<file path="config.mk">
export PLATFORM = sky130hd
export DESIGN_NAME = game_flow_ctrl
export DESIGN_NICKNAME = d
export VERILOG_FILES = /design/src/rtl/game_flow_ctrl.sv
export SDC_FILE = /design/constraint.sdc
export NUM_CORES = 1
export LEC_CHECK = 0
export ABC_AREA = 1
export CAP_MARGIN = 20
export CORE_ASPECT_RATIO = 1.25
export CORE_UTILIZATION = 47
export DETAILED_ROUTE_END_ITERATION = 12
export GPL_TIMING_DRIVEN = 0
export PLACE_DENSITY = 0.7
export SYNTH_ARGS = -nofsm -noshare
export SYNTH_HDL_FRONTEND = slang
export SYNTH_SLANG_ARGS = --single-unit
</file>
<file path="constraint.sdc">
create_clock -name clk -period 2.5 [get_ports clk]
set_input_delay 0.75 -clock clk [delete_from_list [all_inputs] [get_ports clk]]
set_output_delay 0.75 -clock clk [all_outputs]
set_load 0.05 [all_outputs]
</file>
<file path="src/rtl/game_flow_ctrl.sv">
// game_flow_ctrl: game sequencer with lives, level timer and clear tally; define GAME_FLOW_PAUSE_EN to add the PAUSED state
module game_flow_ctrl #(
    parameter int LIVES_INIT    = 3,
    parameter int TIME_INIT     = 400,
    parameter int TICKS_PER_SEC = 40,
    parameter int LOAD_TICKS    = 40,
    parameter int DEATH_TICKS   = 120,
    parameter int END_TICKS     = 160,
    parameter int HURRY_TIME    = 100
) (
    input  logic       clk,
    input  logic       rst,
    input  logic       start,
    input  logic       mario_dead,
    input  logic       goal_reached,
    input  logic       pause,
    output logic       world_rst,
    output logic       world_run,
    output logic [1:0] track_sel,
    output logic       hurry,
    output logic [3:0] lives,
    output logic [9:0] time_left,
    output logic       bonus_pulse,
    output logic [2:0] state
);
    typedef enum logic [2:0] {
        TITLE    = 3'd0,
        LOAD     = 3'd1,
        PLAY     = 3'd2,
        DYING    = 3'd3,
        GAMEOVER = 3'd4,
        CLEAR    = 3'd5,
        PAUSED   = 3'd6
    } state_t;
    state_t     cur, nxt;
    logic [7:0] phase, nxt_phase, sec_cnt, nxt_sec;
    logic [9:0] nxt_time;
    logic [3:0] nxt_lives;
    logic       nxt_bonus, start_prev, start_edge, pause_edge, tick;
    assign start_edge = start & ~start_prev;
    assign state      = cur;
    assign tick       = sec_cnt == 8'(TICKS_PER_SEC - 1);
`ifdef GAME_FLOW_PAUSE_EN
    logic pause_prev;
    assign pause_edge = pause & ~pause_prev;
    always_ff @(posedge clk) pause_prev <= rst ? 1'b1 : pause;
`else
    logic unused_pause;
    assign unused_pause = pause;
    assign pause_edge   = 1'b0;
`endif
    always_comb begin
        nxt       = cur;
        nxt_phase = phase + 8'd1;
        nxt_sec   = sec_cnt;
        nxt_time  = time_left;
        nxt_lives = lives;
        nxt_bonus = 1'b0;
        case (cur)
            TITLE: if (start_edge) begin
                nxt       = LOAD;
                nxt_lives = 4'(LIVES_INIT);
            end
            LOAD: if (phase == 8'(LOAD_TICKS - 1)) nxt = PLAY;
            PLAY: begin
                if (goal_reached) nxt = CLEAR;
                else if (mario_dead || time_left == 10'd0) nxt = DYING;
                else if (pause_edge) nxt = PAUSED;
                else begin
                    nxt_sec  = tick ? 8'd0 : sec_cnt + 8'd1;
                    nxt_time = (tick && time_left != 10'd0) ? time_left - 10'd1 : time_left;
                end
            end
            DYING: if (phase == 8'(DEATH_TICKS - 1)) begin
                nxt       = lives > 4'd1 ? LOAD : GAMEOVER;
                nxt_lives = lives > 4'd1 ? lives - 4'd1 : 4'd0;
            end
            GAMEOVER: if (phase == 8'(END_TICKS - 1)) nxt = TITLE;
            // the hold period only starts counting once the tally has drained
            CLEAR: if (time_left != 10'd0) begin
                nxt_time  = time_left - 10'd1;
                nxt_bonus = 1'b1;
                nxt_phase = 8'd0;
            end else if (phase == 8'(END_TICKS - 1)) nxt = TITLE;
            PAUSED: if (pause_edge) nxt = PLAY;
            default: nxt = TITLE;
        endcase
        if (nxt != cur) nxt_phase = 8'd0;
        if (nxt == LOAD && cur != LOAD) begin
            nxt_time = 10'(TIME_INIT);
            nxt_sec  = 8'd0;
        end
    end
    always_ff @(posedge clk) begin
        if (rst) begin
            cur         <= TITLE;
            phase       <= 8'd0;
            sec_cnt     <= 8'd0;
            time_left   <= 10'(TIME_INIT);
            lives       <= 4'(LIVES_INIT);
            start_prev  <= 1'b1;
            bonus_pulse <= 1'b0;
            hurry       <= 1'b0;
            world_rst   <= 1'b1;
            world_run   <= 1'b0;
            track_sel   <= 2'd0;
        end else begin
            cur         <= nxt;
            phase       <= nxt_phase;
            sec_cnt     <= nxt_sec;
            time_left   <= nxt_time;
            lives       <= nxt_lives;
            start_prev  <= start;
            bonus_pulse <= nxt_bonus;
            hurry       <= nxt == PLAY && nxt_time < 10'(HURRY_TIME);
            world_rst   <= nxt == TITLE || nxt == LOAD;
            world_run   <= nxt == PLAY;
            track_sel   <= nxt == PLAY ? 2'd1 : nxt == DYING ? 2'd2 : nxt == CLEAR ? 2'd3 : 2'd0;
        end
    end
endmodule

</file>
### Word-level counts from Yosys, hierarchy flattened

Index checks and enable logic that the tools add are counted.

* bits in registers: 40
* input bits: 6
* output and inout port bits: 23
* word-level logic and storage cells: 83

* add/subtract/negate cells: 4
* order comparisons: 2
* equal/unequal tests: 18
* mux-type cells: 26
* bitwise logic cells: 5
* reductions and logical operators: 16

Operator list (number)
* two-way mux 10 bit: 5
* two-way mux 3 bit: 8
* two-way mux 8 bit: 3
* one-hot mux 3 bit (7 select lines): 1
* one-hot mux 10 bit (2 select lines): 1
* adder 8 x 1 -> 8 bit (second input constant): 2
* == test 8 x 6 -> 1 bit (second input constant): 2
* == test 3 x 2 -> 1 bit (second input constant): 4
* == test 3 bit (second input constant): 4
* two-way mux 4 bit: 3
* logical NOT 10 bit: 1
* less-than comparator 10 x 7 -> 1 bit (second input constant): 1
* nonzero test 10 bit: 1
* subtractor 10 x 1 -> 10 bit (second input constant): 1
* == test 8 x 7 -> 1 bit (second input constant): 1
* == test 8 bit (second input constant): 1
* one-hot mux 4 bit (2 select lines): 1
* OR reduction 2 bit: 4
* == test 3 x 1 -> 1 bit (second input constant): 2
* logical NOT 3 bit: 2
* AND reduction 3 bit: 2
* > comparator 4 x 1 -> 1 bit (second input constant): 1
* two-way mux 2 bit: 2
* != test 2 bit (second input constant): 2
* other kinds (9): 16

### Logic depth before layout (Yosys ltp)

* depth after elaboration: 10
* mapped depth: 18

### Least setup slack after synthesis

OpenSTA, ideal clock, no wires.

* path kind: register to register
* start point: reg time_left[0]
* end point: reg sec_cnt[6]
* setup time: 0.118 ns
* arrival time: 2.192 ns
* setup slack: 0.190 ns
* cell stages (with the launch flop): 16
* path buffers: 0
* period minus slack after synthesis: 2.310 ns
* path through: dfxtp_1 inv_1 ha_1 inv_1 nor2_1 nand2_1 inv_1 nand2_2 nand3_2 nor2_2 inv_2 nor2_2 nand3_1 nor2_1 xor2_1 nor2_1

* word-level cells in the longest chain between the ends: 8
* elaborated cells between the ends (all ways): 12
* classes of those cells: eq/ne: 1; mux: 4; bitwise: 1; reduce/logical: 6

RTL lines
* start: declaration: line 22 `output logic [9:0] time_left,`
* start signal: assignment: line 99 `time_left <= 10'(TIME_INIT);`
* start signal: assignment: line 111 `time_left <= nxt_time;`
* logical NOT 10 bit: line 67 `else if (mario_dead || time_left == 10'd0) nxt = DYING;`
* logical OR 1 bit: line 67
* two-way mux 3 bit: line 67
* two-way mux 3 bit: line 66 `if (goal_reached) nxt = CLEAR;`
* one-hot mux 3 bit (7 select lines): line 59 `case (cur)`
* == test 3 x 1 -> 1 bit: line 89 `if (nxt == LOAD && cur != LOAD) begin`
* logical AND 1 bit: line 89
* OR reduction 2 bit (no source line)
* end signal: assignment: line 110 `sec_cnt <= nxt_sec;`
* end: declaration: line 36 `logic [7:0] phase, nxt_phase, sec_cnt, nxt_sec;`

Parallel ways exist; a longest one is shown, timed or not.
A chain may end at the register's enable or synchronous reset.

### Worst setup path in the final report

* start point: reg cur[2], in the netlist state[2]
* end point: out state[2]

RTL lines
* start: declaration: line 35 `state_t cur, nxt;`
* start signal: assignment: line 108 `cur <= nxt;`
* end: declaration: line 24 `output logic [2:0] state`

No word-level cell between the ends.

==> impl.org <==
** Outcome
- Status :: finished, final reports clean

** Worst hold path
- Endpoint of the worst hold-timing path :: phase[0]$_SDFF_PP0_
- In this run the worst hold path is classified as flop to flop.
- Hold path cells :: 1
- Beginning of the worst hold path :: phase[0]$_SDFF_PP0_

** Logic synthesis
- Summing the areas of all fa, ha and maj instances in the mapped netlist gives 3.31% of the synthesized area.
- The number of different library cells used by synthesis comes to 32.
- Fraction of the yosys area taken by sequential cells :: 35.4%
- After synthesis, the largest family of logic cells by area is simple AND/OR/NAND/NOR gates.
- The largest total area in the synthesized netlist belongs to dfxtp_1.
- Post-Syn Area per Cell :: 6.78 µm²
- Synthesized-area fraction occupied by xor and xnor cells :: 4.25%
- After synthesis, the cell types taking the most area are dfxtp_1 35%, nand2_1 13%, nor2_1 8.5%.
- Total nets after synthesis :: 346
- Cell count after synthesis :: 334
- Yosys printed 0 warnings.
- Post-synthesis mux area share :: 0%
- Synthesis inferred 40 register bits.
- The synthesized netlist occupies a cell area of 0.00226 mm².
- After Yosys synthesis, and, or, nand and nor cells account for 40.8% of the synthesized area.
- Fraction of the mapped netlist area in compound gates :: 6.96%
- After synthesis, the largest area contributor takes up 35.4% of total cell area.

** Setup path
- Critical Setup Path Class :: flop to primary output
- The worst register-to-register path begins at time_left[0]$_SDFFE_PP0P_.
- For the worst flop-to-flop path, the logic depth is 12.
- The endpoint identified for the worst register-to-register timing path is sec_cnt[6]$_SDFFE_PP0P_.
- For the worst setup path, the data required time is 1.75 ns.
- Startpoint kind of the worst setup timing path :: flop
- Crit path capture type :: primary output
- Of all nets on the critical path, the largest fanout is 7.
- Data on the critical path arrives at its endpoint at 1.65 ns.
- On the critical path, the stage with the largest delay is an instance of clkdlybuf4s50_1.
- Crit path cell chain :: clkdlybuf4s50_1
- Cell type group with the largest total delay on the critical path :: buffers and inverters
- Counting both buffers and inverters, the worst setup path holds a total of 1.
- On the worst path, the slowest cell contributes a delay of 0.86 ns.
- Register-to-Register Setup Slack :: 0.28 ns

** Pwr
- Power spread over the standard cell area amounts to 460 mW/mm².
- In this run the static leakage power is 1.24 nW.
- Worst-case vdd ir drop :: 0.270 mV

** Finish
- Share of cells above drive strength 1 :: 10.3%
- The number of antenna diodes in the final layout is 0.
- Nets@finish :: 381
- Layout-stage area growth over the synthesis result :: 20.5%
- Post-route standard cell area excluding fillers :: 0.00273 mm²

** Drt
- In the routed design, unresolved DRC markers number 0.
- The count of nets left with antenna violations once routing finished came out at 0.
- The final route contains 2101 vias.
- For this run, the detailed router's first-pass iteration total came to 5.
- For this block, the routed nets add up to 4.66 mm of wire.
- Number of DRC markers after the initial detailed-route iteration :: 97
- Using the TritonRoute via totals, the vias-per-cell ratio works out to 4.91.
- In the final routed layout, each cell accounts on average for 10.9 µm.

** Floorplan
- The initial utilization of the core area, before any placement, comes to 50.0%.
- The initialized floorplan defines 27 standard-cell rows.
- Vertical die dimension :: 79.6 µm
- During I/O placement, the number of pins put on the boundary was 29.
- The die is 64.1 µm wide.
- The total area inside the core boundary comes to 0.00453 mm².
- Overall die area :: 0.00510 mm²

** Global route
- Grt met1 use :: 24.3%
- The first global-routing pass estimated 8.50 mm of wire.
- Entering global routing, the biggest net connects 14 pins.
- Antenna violations before repair :: 0
- The global routing stage identified its most utilized layer as met2.
- Global routing usage summed across all routing layers :: 21.3%
- Global Route met3 Usage :: 4.57%
- In the global route stage, met2 resource usage came out at 38.2%.
- Number of global-route vias before repair :: 2011
- Remaining global-route overflow :: 0

** STA
- The max-slew violation total from the final report is 0.
- In this run the tightest slew margin relative to its limit is 66.2%.
- Worst-case clock skew :: 0.00779 ns
- Setup repair after global routing left no endpoint under its margin.
- For this run, the top clock speed supported by timing is 416 MHz.
- Final-report setup violation count :: 0
- Fin crit period :: 2.40 ns
- Transition time of the tightest slew-check pin :: 0.506 ns
- Final Hold Fails :: 0
- After layout, the worst path uses 96.1% of the clock period.
- Worst hold margin :: 0.449 ns

** Clocking
- No sink is reached through more buffers than the 2 on the longest clock path.
- Clock tree synthesis selected as its root buffer the cell clkbuf_8.
- The H-tree was split into 2 levels.
- Clock-pin slew was measured on the worst setup and hold paths at 0.07 ns.
- Insertion delay of the later-clocked pin in the worst-skew pair :: 0.30 ns
- Clock tree from TritonCTS :: built
- Counting every sink on the clock net gives 40.
- Clock tree synthesis inserted a total of 5 buffers.

** Placed design
- The congestion estimate from routability-driven global placement came to 0.890.
- HPWL Detailed :: 3.51 mm
- Once placement finished, the instance area stood at 0.00260 mm².
- Number of input and output port buffers inserted :: 26

** Flow run
- Across the run, the number of max-cap violations was 0.
synthesized netlist by cell type (all sizes together):
master / number
a211oi: 3
a21oi: 12
and3: 2
buf: 1
clkbuf: 1
dfxtp: 40
ha: 6
inv: 54
nand2: 83
nand3: 27
nand3b: 1
nand4: 8
nor2: 60
nor3: 13
nor3b: 1
o2111ai: 1
o211ai: 1
o21ai: 6
o22ai: 1
or2: 2
xnor2: 1
xor2: 10
routing by layer:
layer	vias to the layer above	routed length (µm)
met5	-	0
met4	0	67
met3	7	205
met2	47	2210
met1	934	2170
li1	1113	-
how the worst max path moves through the flow:
stage                              start                      end  slack (ns)  cells past startpoint
2_1_floorplan  time_left[0]$_SDFFE_PP0P_  sec_cnt[6]$_SDFFE_PP0P_        0.19                     15
3_3_place_gp                goal_reached         hurry$_SDFF_PP0_       -0.08                      9
3_5_place_dp                goal_reached         hurry$_SDFF_PP0_       -0.07                      9
4_1_cts              state[1]$_SDFF_PP0_                 state[1]        0.08                      1
5_1_grt              state[1]$_SDFF_PP0_                 state[1]        0.03                      1
6_report             state[2]$_SDFF_PP0_                 state[2]         0.1                      1
layout make-up:
cell class | count | area, µm²
Fill cell | 440 | 1800
Buffer | 2 | 8.76
Clock buffer | 5 | 68.8
Clock inverter | 3 | 42.5
Multi-Input combinational cell | 238 | 1260
Tap cell | 58 | 72.6
Timing Repair Buffer | 28 | 275
Sequential cell | 40 | 801
Inverter | 54 | 203
where the power goes:
group / total, mW / switching [mW] / internal [mW] / leakage [nW]
clock: 0.524 / 0.229 / 0.295 / 0.0541
sequential: 0.651 / 0.00658 / 0.645 / 0.323
combinational: 0.0794 / 0.0534 / 0.0260 / 0.859
total: 1.25 / 0.289 / 0.966 / 1.24
cell families after synthesis:
| group | Yosys count |
|---|---|
| buf+inv | 56 |
| xor+xnor | 11 |
| simple gates | 197 |
| compound gates | 24 |
| fa+ha+maj | 6 |
| flops | 40 |
cell usage in the layout, fill, tap and decap left out, drive strengths merged:
cell,n
clkbuf,6
o21ai,6
clkinvlp,1
o2111ai,1
o211ai,1
clkinv,1
nand3,27
and3,2
xnor2,1
inv,54
a211oi,3
nor3,13
nand3b,1
xor2,10
dfxtp,40
o22ai,1
nor3b,1
buf,3
nand2,83
ha,6
clkdlybuf4s50,26
nor2,60
bufinv,1
a21oi,12
or2,2
nand4,8
per-stage QoR:
step / std cells / power [mW] / setup slack (ns) / TNS (ns) / util (%)
after detailed placement: 418 / 0.746 / -0.0663 / -0.0663 / 57.4
final: 428 / 1.25 / 0.0968 / 0 / 60.3
after global placement: 418 / 0.745 / -0.0847 / -0.0847 / 57.4
after CTS: 426 / 1.27 / 0.0816 / 0 / 59.8
after global routing: 428 / 1.31 / 0.0284 / 0 / 60.3
after floorplan: 334 / 0.722 / 0.190 / 0 / -
registers in the layout (all words and copies together), names as in the netlist:
| signal | count |
|---|---|
| hurry | 1 |
| start_prev | 1 |
| track_sel | 2 |
| state | 3 |
| bonus_pulse | 1 |
| world_rst | 1 |
| phase | 8 |
| time_left | 10 |
| lives | 4 |
| world_run | 1 |
| sec_cnt | 8 |
repair_timing:
action,4_1_cts,5_1_grt
setup endpoints to repair,0,1
gates resized for setup,0,1
setup buffers,0,2
hold buffers,0,0
(Power assumes the default switching activity.)
